File: src/rtl/sync_barrier_ctrl.sv
// Multi-core barrier synchroniser: collects per-core arrivals,
// checks IDs, releases all participants together or flags an error.
module sync_barrier_ctrl #(
  parameter int NUM_CORES          = 4,
  parameter int SYNC_BARRIER_WIDTH = 8,
  parameter int TIMEOUT_WIDTH      = 16
) (
  input  logic                                    clk,
  input  logic                                    reset,
  input  logic [NUM_CORES-1:0]                    core_mask,
  input  logic [TIMEOUT_WIDTH-1:0]                timeout_cycles,
  input  logic [NUM_CORES*SYNC_BARRIER_WIDTH-1:0] sync_barrier_in,
  input  logic [NUM_CORES-1:0]                    sync_barrier_en_in,
  input  logic                                    clear_error,
  output logic [NUM_CORES-1:0]                    sync_enable,
  output logic [SYNC_BARRIER_WIDTH-1:0]           barrier_id_out,
  output logic                                    busy,
  output logic                                    error,
  output logic [1:0]                              error_code
);

  localparam int N  = NUM_CORES;
  localparam int W  = SYNC_BARRIER_WIDTH;
  localparam int TW = TIMEOUT_WIDTH;

  localparam logic [1:0] ERR_NONE = 2'b00;
  localparam logic [1:0] ERR_ID   = 2'b01;
  localparam logic [1:0] ERR_DUP  = 2'b10;
  localparam logic [1:0] ERR_TMO  = 2'b11;

  typedef enum logic [1:0] {
    S_IDLE,
    S_COLLECT,
    S_RELEASE,
    S_ERROR
  } state_t;

  state_t         state_q, state_d;
  logic [N-1:0]   mask_q, mask_d;
  logic [N-1:0]   arrived_q, arrived_d;
  logic [N-1:0]   sync_en_q, sync_en_d;
  logic [W-1:0]   id_q, id_d;
  logic [TW-1:0]  cnt_q, cnt_d;
  logic           busy_q, busy_d;
  logic           err_q, err_d;
  logic [1:0]     code_q, code_d;

  logic           idle;
  logic [N-1:0]   mask_eff;
  logic [N-1:0]   valid;
  logic [W-1:0]   first_id;
  logic [W-1:0]   ref_id;
  logic           mismatch;
  logic           dup;
  logic           complete;
  logic [TW-1:0]  cnt_inc;
  logic           timed_out;

  assign idle     = (state_q == S_IDLE);
  assign mask_eff = idle ? core_mask : mask_q;
  assign valid    = sync_barrier_en_in & mask_eff;

  // ID of the lowest-index valid arrival this cycle
  always_comb begin
    first_id = '0;
    for (int i = N - 1; i >= 0; i--) begin
      if (valid[i]) first_id = sync_barrier_in[i*W +: W];
    end
  end

  assign ref_id = idle ? first_id : id_q;

  // any valid arrival carrying an ID other than the reference
  always_comb begin
    mismatch = 1'b0;
    for (int i = 0; i < N; i++) begin
      if (valid[i] && (sync_barrier_in[i*W +: W] != ref_id))
        mismatch = 1'b1;
    end
  end

  assign dup       = |(valid & arrived_q);
  assign complete  = ((arrived_q | valid) == mask_q);
  assign cnt_inc   = (&cnt_q) ? cnt_q : cnt_q + TW'(1);
  assign timed_out = (timeout_cycles != '0) &&
                     (cnt_inc == timeout_cycles);

  // next-state and next-output decode
  always_comb begin
    state_d   = state_q;
    mask_d    = mask_q;
    arrived_d = arrived_q;
    id_d      = id_q;
    cnt_d     = cnt_q;
    code_d    = code_q;
    sync_en_d = '0;
    unique case (state_q)
      S_IDLE: begin
        if (|valid) begin
          mask_d = core_mask;
          id_d   = first_id;
          cnt_d  = '0;
          if (mismatch) begin
            state_d = S_ERROR;
            code_d  = ERR_ID;
          end else if (valid == core_mask) begin
            state_d   = S_RELEASE;
            arrived_d = valid;
            sync_en_d = core_mask;
          end else begin
            state_d   = S_COLLECT;
            arrived_d = valid;
          end
        end
      end
      S_COLLECT: begin
        cnt_d = cnt_inc;
        if (mismatch) begin
          state_d = S_ERROR;
          code_d  = ERR_ID;
        end else if (dup) begin
          state_d = S_ERROR;
          code_d  = ERR_DUP;
        end else if (complete) begin
          state_d   = S_RELEASE;
          arrived_d = arrived_q | valid;
          sync_en_d = mask_q;
        end else if (timed_out) begin
          state_d = S_ERROR;
          code_d  = ERR_TMO;
        end else begin
          arrived_d = arrived_q | valid;
        end
      end
      S_RELEASE: begin
        state_d   = S_IDLE;
        arrived_d = '0;
      end
      S_ERROR: begin
        if (clear_error) begin
          state_d   = S_IDLE;
          arrived_d = '0;
          cnt_d     = '0;
          code_d    = ERR_NONE;
        end
      end
    endcase
    busy_d = (state_d != S_IDLE);
    err_d  = (state_d == S_ERROR);
  end

  // state and registered outputs
  always_ff @(posedge clk) begin
    if (reset) begin
      state_q   <= S_IDLE;
      mask_q    <= '0;
      arrived_q <= '0;
      id_q      <= '0;
      cnt_q     <= '0;
      code_q    <= ERR_NONE;
      sync_en_q <= '0;
      busy_q    <= 1'b0;
      err_q     <= 1'b0;
    end else begin
      state_q   <= state_d;
      mask_q    <= mask_d;
      arrived_q <= arrived_d;
      id_q      <= id_d;
      cnt_q     <= cnt_d;
      code_q    <= code_d;
      sync_en_q <= sync_en_d;
      busy_q    <= busy_d;
      err_q     <= err_d;
    end
  end

  assign sync_enable    = sync_en_q;
  assign barrier_id_out = id_q;
  assign busy           = busy_q;
  assign error          = err_q;
  assign error_code     = code_q;

endmodule

File: config.mk
export PLATFORM = sky130hd
export DESIGN_NAME = sync_barrier_ctrl
export DESIGN_NICKNAME = d
export VERILOG_FILES = /design/src/rtl/sync_barrier_ctrl.sv
export SDC_FILE = /design/constraint.sdc
export NUM_CORES = 1
export LEC_CHECK = 0
export ABC_AREA = 1
export CAP_MARGIN = 20
export CORE_MARGIN = 10
export CORE_UTILIZATION = 50
export DETAILED_ROUTE_END_ITERATION = 10
export DONT_BUFFER_PORTS = 1
export GPL_TIMING_DRIVEN = 0
export HOLD_SLACK_MARGIN = 0.15
export PLACE_DENSITY = 0.66
export SETUP_SLACK_MARGIN = 0.15
export SYNTH_ARGS = -nofsm -noshare
export SYNTH_HDL_FRONTEND = slang
export SYNTH_SLANG_ARGS = --single-unit
export TNS_END_PERCENT = 100
File: constraint.sdc
create_clock -name clk -period 2.4 [get_ports clk]
set_input_delay 0.36 -clock clk [delete_from_list [all_inputs] [get_ports clk]]
set_output_delay 0.36 -clock clk [all_outputs]
set_load 0.01 [all_outputs]
==> results of run 1 <==
==> sequential cells by signal (all words and copies together), names as in the netlist <==
| name | flops |
|---|---|
| cnt_q | 16 |
| barrier_id_out | 8 |
| arrived_q | 4 |
| mask_q | 4 |
| sync_enable | 4 |
| error_code | 2 |
| state_q | 2 |
| busy | 1 |
| error | 1 |
==> per-layer routing <==
layer	share of wire	wire length, um
met5	0	0
met4	0.038	485
met3	0.098	1270
met2	0.48	6150
met1	0.39	4970
==> worst max-delay path by stage <==
| stage | cells past startpoint | endpoint |
|---|---|---|
| final | 22 | busy$_SDFF_PP0_ |
| after global routing | 24 | arrived_q[0]$_SDFFE_PP0P_ |
| after CTS | 23 | busy$_SDFF_PP0_ |
| after detailed placement | 18 | busy$_SDFF_PP0_ |
| after global placement | 18 | busy$_SDFF_PP0_ |
| after floorplan | 18 | arrived_q[0]$_SDFFE_PP0P_ |
==> cell usage after synthesis, drive strengths merged <==
cell type	n
buf	8
a21oi	37
a2bb2oi	1
clkbuf	8
nand2	211
a22oi	5
clkinv	1
o21bai	2
xor2	19
or2	12
ha	1
o21a	1
nor2	66
nor4	6
o22ai	1
a21boi	1
nand3b	10
nand3	94
xnor2	8
o211ai	8
o2111ai	1
a32oi	1
nand4	9
inv	81
o21ai	7
nor3	3
dfxtp	42
==> worst max-delay path, delay by kind of cell (launching register included) <==
family | cells | cell delay (ps)
simple gates | 19 | 1970
buf+inv | 2 | 300
compound gates | 1 | 80
flops | 1 | 370
==> power by group <==
part / switching (W) / total, W / leakage [nW] / internal (W)
registers: 0.000163 / 0.00101 / 0.346 / 0.000850
clock network: 0.000253 / 0.000697 / 0.0714 / 0.000444
logic: 0.00265 / 0.00423 / 1.88 / 0.00158
total: 0.00307 / 0.00594 / 2.29 / 0.00287
==> per-stage QoR <==
| stage | instance area [um^2] | TNS (ps) | total power [W] | hold WS, ps | worst slack (ps) |
|---|---|---|---|---|---|
| 2_1_floorplan | 3940 | 0 | 0.00359 | 452 | 122 |
| 3_3_place_gp | 4070 | -7730 | 0.00421 | 472 | -384 |
| 3_5_place_dp | 4070 | -8750 | 0.00429 | 475 | -416 |
| 4_1_cts | 4600 | -5940 | 0.00544 | 195 | -292 |
| 5_1_grt | 4860 | -12690 | 0.00636 | 204 | -598 |
| 6_report | 4860 | -7250 | 0.00594 | 194 | -433 |
==> area by class of cell <==
class	count	area, um^2	share of cell area
clock buffer	6	82.6	0.0170
clock inverter	2	60.1	0.0123
sequential	42	856	0.176
tap	102	128	0.0262
multi-input combinational	505	2990	0.615
buffer	16	110	0.0226
inverter	82	315	0.0648
timing repair buffer	40	319	0.0656
==> kinds of logic (layout without fill, tap and decap cells) <==
group / count (synthesis) / in the layout / share of synthesized area
AO/OA/AOI/OAI: 65 / 65 / 0.0998
XOR/XNOR: 27 / 27 / 0.0608
adder cells (fa/ha/maj): 1 / 1 / 0.00322
buffers and inverters: 98 / 146 / 0.103
flip-flops: 42 / 42 / 0.216
AND/OR/NAND/NOR: 411 / 412 / 0.517
==> repair_timing <==
| item | CTS | global route |
|---|---|---|
| gates cloned | 2 | 0 |
| setup buffers | 27 | 12 |
| resized for setup | 44 | 49 |
| setup endpoints to repair | 42 | 42 |
| pin swaps | 16 | 30 |
==> metrics.csv, run 1 <==
stage,metric,value,unit
status,status,"complete, but fails checks",
status,failing checks,negative setup slack,
sta,final hold violation count,0,
sta,worst setup margin,-433,ps
detailed_routing,drt first-iter violations,231,
synthesis,Synth Warn #,0,
floorplan,Die Ht,108,um
worst_setup_path,reg2reg end,busy$_SDFF_PP0_,
finish,ant diodes,0,
global_route,GR Overflow Total,0,
sta,Tcrit/Tclk final,1.18,
detailed_routing,# DRC,0,
power_and_ir_drop,VDD IR max,0.811,mV
finish,"commonest non-fill, non-tap cell in the layout",nand2_1,
flow_run,max capacitance violation total,0,
worst_setup_path,FF-to-FF setup slack,-430,ps
global_route,initial antenna violation count,0,
sta,fin. max-slew vios,0,
synthesis,Yosys reg bits,42,
worst_hold_path,sink of the worst hold path,mask_q[3]$_SDFFE_PP0P_,
floorplan,Die X,108,um
synthesis,Post-Synthesis Cells,644,
detailed_routing,routed len/inst,16.2,um
sta,final setup fails,25,
finish,most frequent cells in the layout,"167 x nand2_1, 73 x inv_1, 66 x nand3_1",
clock_network,CTS Buffer Depth,2,
synthesis,count of cell types in the netlist,41,
worst_hold_path,Hold/Removal Path Class,in2reg,
global_route,met2 Resource Use GR,0.369,
placement,DPL Wire Length,9240,um
worst_setup_path,CP endpoint kind,flip-flop,
clock_network,CTS Hold Bufs,0,
detailed_routing,vias per cell,5.59,
clock_network,CTS tree,yes,
global_route,largest net degree at the start of global routing,14,
worst_setup_path,CP required,2590,ps
worst_setup_path,Worst Reg-to-Reg Cells,22,
worst_hold_path,Min-Delay Path Depth,2,
clock_network,Worst-Skew Late Latency,300,ps
worst_setup_path,R2R Path Start,state_q[0]$_SDFF_PP0_,
worst_setup_path,CP max FO,5,
floorplan,Ports,75,
worst_setup_path,most common cell type on the critical path,nand2_1,
synthesis,largest cells by area after synthesis,"dfxtp_1 22%, nand2_1 18%, nand3_1 11%",
sta,skew final,11.3,ps
detailed_routing,vias,4442,
global_route,M1 GR Usage,0.212,
synthesis,Synth area leader,dfxtp_1,
worst_setup_path,Critical Path Start Type,flip-flop,
finish,fill count,707,
global_route,M3 GR Usage,0.0660,
global_route,vias in the first global route,4168,
synthesis,mean area per synthesized cell,6.04,um^2
placement,Placed Cells incl. Taps,746,
clock_network,CTS Buf Count,5,
power_and_ir_drop,P_leak,2.29,nW
placement,Final GP Congestion,0.915,
clock_network,Root Buffer,clkbuf_8,
global_route,first-pass GRT wire length,19500,um
sta,f_max,353,MHz
synthesis,sequential area share after synthesis,0.216,
synthesis,syn_nets,704,
placement,# port buffers,0,
sta,unrepaired setup endpoints after global routing,true,
detailed_routing,drt pass-1 iters,5,
detailed_routing,post-route antenna net violation count,0,
sta,Slew headroom,0.563,
floorplan,effective utilization at floorplan,0.508,
worst_hold_path,hold wc startpoint,core_mask[3],
finish,Util after Layout,0.636,
worst_setup_path,CP max stage delay,370,ps
worst_setup_path,Slowest cell on crit path,dfxtp_4,
sta,slew of the pin with the lowest slew margin,655,ps
clock_network,H-tree Lvls,2,
floorplan,FP Rows,32,
sta,fin crit period,2830,ps
synthesis,share of the synthesized area in the top cell type,0.216,
power_and_ir_drop,P per Cell Area,1220,mW/mm^2
global_route,grt peak-use layer,met2,
worst_setup_path,crit path kind,reg2reg,
finish,Final nets,752,
finish,area delta synth->final,25.1,%
clock_network,Clock Sinks,42,
global_route,GRT Total Usage,0.204,
worst_setup_path,crit path launch,state_q[0]$_SDFF_PP0_,
finish,Layout Cells excl Fill,795,
worst_setup_path,crit path cell chain,nor2_4 > buf_6 > nor2_2 > nor2_4 > buf_6 > a21oi_1 > nand2_2 > nand3_4 > nand2_4 > nand2_1 > nand2_1 > nand2_1 > nor2_2 > nand2_1 > nand2_2 > nand2_4 > nor2_4 > nand2_4 > nand2_4 > nand3_2 > nand2_2 > nand2_1,
worst_setup_path,worst endpoint data arrival time,3020,ps
clock_network,Worst-path clk slew,90,ps
floorplan,core area,0.00765,mm^2
floorplan,die area,0.0117,mm^2
synthesis,Post-Syn Area,0.00389,mm^2
finish,layout cells sized above 1,0.274,
detailed_routing,Post-Route WL,12900,um
Power figures use the tool's default switching activity.
==> run 2, diff against run 1 <==
- CAP_MARGIN: 20 -> 10
- PLACE_DENSITY: 0.66 -> 0.71
==> run 2 against run 1 <==
The flow still finishes with violations (negative setup slack). Die area stayed put. Clock skew increased by 2.1 ps. Final cell count fell by 2.3%. Critical path depth increased by 1. Sequential power is essentially flat. Combinational power down 5.0%. Via count shrank 3.0%. Routed wire length decreased by 4.1%. Sequential share of layout area up 1.0 points. Worst hold slack got worse by 19 ps. Non-clock buffer count decreased by 18. Register-to-register slack about the same. Largest cell class unchanged. Largest power group unchanged.
==> metrics.csv, run 2 (same netlist as run 1, synthesis figures left out) <==
stage,metric,value,unit,change
worst_setup_path,Worst Reg-to-Reg Cells,23,,+4.5%
worst_setup_path,worst endpoint data arrival time,3040,ps,+20 ps
detailed_routing,vias per cell,5.55,,-0.75%
detailed_routing,routed len/inst,15.9,um,-1.9%
sta,f_max,353,MHz,about the same
finish,max reg flops,16,,unchanged
sta,Slew headroom,0.489,,-0.0745
finish,layout cells sized above 1,0.225,,-0.0490
sta,final setup TNS,-5650,ps,+1600 ps
global_route,M3 GR Usage,0.0553,,-0.0107
clock_network,Clock Sinks,42,,unchanged
flow_run,max capacitance violation total,0,,unchanged
global_route,GR Overflow Total,0,,unchanged
detailed_routing,drt first-iter violations,313,,+35%
worst_setup_path,crit path kind,reg2reg,,
worst_hold_path,Hold/Removal Path Class,in2reg,,
clock_network,Worst-Skew Late Latency,320,ps,+20 ps
status,failing checks,negative setup slack,,
finish,Layout Cells excl Fill,777,,-2.3%
global_route,first-pass GRT wire length,19600,um,+0.35%
clock_network,CTS Buffer Depth,2,,unchanged
placement,DPL Wire Length,9090,um,-1.7%
power_and_ir_drop,P per Cell Area,1210,mW/mm^2,-1.0%
status,status,"complete, but fails checks",,
worst_setup_path,CP max FO,8,,+3
worst_setup_path,reg2reg end,arrived_q[0]$_SDFFE_PP0P_,,
detailed_routing,vias,4309,,-3.0%
global_route,met2 Resource Use GR,0.339,,-0.0297
global_route,M1 GR Usage,0.243,,+0.0314
sta,worst setup margin,-436,ps,-2.68 ps
sta,fin crit period,2840,ps,+2.68 ps
global_route,vias in the first global route,4152,,-0.38%
floorplan,effective utilization at floorplan,0.508,,unchanged
sta,unrepaired setup endpoints after global routing,true,,
detailed_routing,Post-Route WL,12300,um,-4.1%
placement,DP Worst Slack,-465,ps,-49.4 ps
floorplan,core area,0.00765,mm^2,unchanged
clock_network,H-tree Lvls,2,,unchanged
power_and_ir_drop,Tot Pwr,0.00552,W,-7.1%
finish,most frequent cells in the layout,"171 x nand2_1, 71 x inv_1, 71 x nand3_1",,
sta,final setup fails,22,,-12%
worst_setup_path,crit path launch,state_q[0]$_SDFF_PP0_,,
floorplan,die area,0.0117,mm^2,unchanged
placement,Final GP Congestion,0.889,,-2.8%
worst_setup_path,CP required,2610,ps,+20 ps
detailed_routing,# DRC,0,,unchanged
finish,Final nets,734,,-2.4%
worst_hold_path,hold wc startpoint,core_mask[0],,
detailed_routing,drt pass-1 iters,5,,unchanged
global_route,grt peak-use layer,met2,,
clock_network,CTS tree,yes,,
floorplan,FP Rows,32,,unchanged
worst_setup_path,CP endpoint kind,flip-flop,,
floorplan,Die X,108,um,unchanged
sta,slew of the pin with the lowest slew margin,764,ps,+109 ps
clock_network,Root Buffer,clkbuf_8,,
worst_hold_path,Min-Delay Path Depth,2,,unchanged
finish,"commonest non-fill, non-tap cell in the layout",nand2_1,,
worst_setup_path,R2R Path Start,state_q[0]$_SDFF_PP0_,,
worst_hold_path,sink of the worst hold path,mask_q[0]$_SDFFE_PP0P_,,
clock_network,CTS Buf Count,5,,unchanged
sta,skew final,13.4,ps,+2.14 ps
detailed_routing,post-route antenna net violation count,0,,unchanged
sta,fin. max-slew vios,0,,unchanged
finish,Top reg by flops,cnt_q,,
finish,area delta synth->final,17.5,%,
sta,Tcrit/Tclk final,1.18,,about the same
worst_setup_path,Critical Path Start Type,flip-flop,,
power_and_ir_drop,P_leak,2.14,nW,-6.5%
placement,# port buffers,0,,unchanged
floorplan,Die Ht,108,um,unchanged
placement,Placed Cells incl. Taps,746,,unchanged
floorplan,Ports,75,,unchanged
finish,Util after Layout,0.597,,-0.0388
worst_setup_path,FF-to-FF setup slack,-440,ps,about the same
power_and_ir_drop,VDD IR max,0.697,mV,-14%
global_route,largest net degree at the start of global routing,14,,unchanged
global_route,initial antenna violation count,0,,unchanged
clock_network,Worst-path clk slew,100,ps,about the same
global_route,GRT Total Usage,0.204,,+0.000591
finish,ant diodes,0,,unchanged
sta,final hold violation count,0,,unchanged
[run 2: final cells by class]
cell class              count  area [um^2]
clock buffers               6         72.6
clock inverters             2         13.8
repair buffers             22          166
well taps                 102          128
multi-input cells         505         2900
inverters                  82          315
plain buffers              16          119
fillers                   748         3080
flip-flops and latches     42          851
[run 2: through the flow]
stage	area [um^2]	hold WS (ps)
finish	4570	176
global route	4570	176
CTS	4260	176
detailed placement	4070	475
global placement	4070	463
floorplan	3940	452
[run 2: repair_timing]
item | CTS | global route
cloned | 2 | 1
setup endpoints to repair | 42 | 42
hold buffers | 0 | 0
hold endpoints to repair | 0 | 0
buffers inserted | 6 | 14
resized for setup | 16 | 56
pin swaps | 11 | 32
[run 2: worst max-delay path by stage]
stage | to | slack, ps | cells after the start
3_5_place_dp | sync_enable[1]$_SDFF_PP0_ | -470 | 15
4_1_cts | busy$_SDFF_PP0_ | -310 | 20
6_report | arrived_q[0]$_SDFFE_PP0P_ | -440 | 23
5_1_grt | error_code[0]$_SDFFE_PP0P_ | -630 | 23
2_1_floorplan | arrived_q[0]$_SDFFE_PP0P_ | 120 | 18
3_3_place_gp | sync_enable[1]$_SDFF_PP0_ | -390 | 20
[run 2: power by group]
part           switching [W]  internal [W]
clock               0.000278      0.000206
sequential          0.000163      0.000848
combinational        0.00254       0.00149
total                0.00298       0.00254
[run 2: critical path, cell delays in order (launching register included)]
cell and delay [ps]:
dfxtp_4 370, nor2_4 250, nand2_2 110, nand3_4 150, buf_6 110, nor2_2 20, nor2_1 90, nand2_1 70
nand2_2 90, nand3_4 100, nand2_4 120, nand2_2 50, nand2_2 70, nand3_2 60, nor2_2 140, nand2_1 60
nand2_1 70, nand2_2 80, nor2_4 240, nor2_4 70, nor2_8 170, nand3_2 90, nand2_1 80, nor2_1 50
[run 2: layer usage]
| layer | vias to the layer above | wire, um |
|---|---|---|
| li1 | 2137 | - |
| met1 | 1942 | 4760 |
| met2 | 199 | 5900 |
| met3 | 31 | 1340 |
| met4 | 0 | 338 |
| met5 | - | 0 |
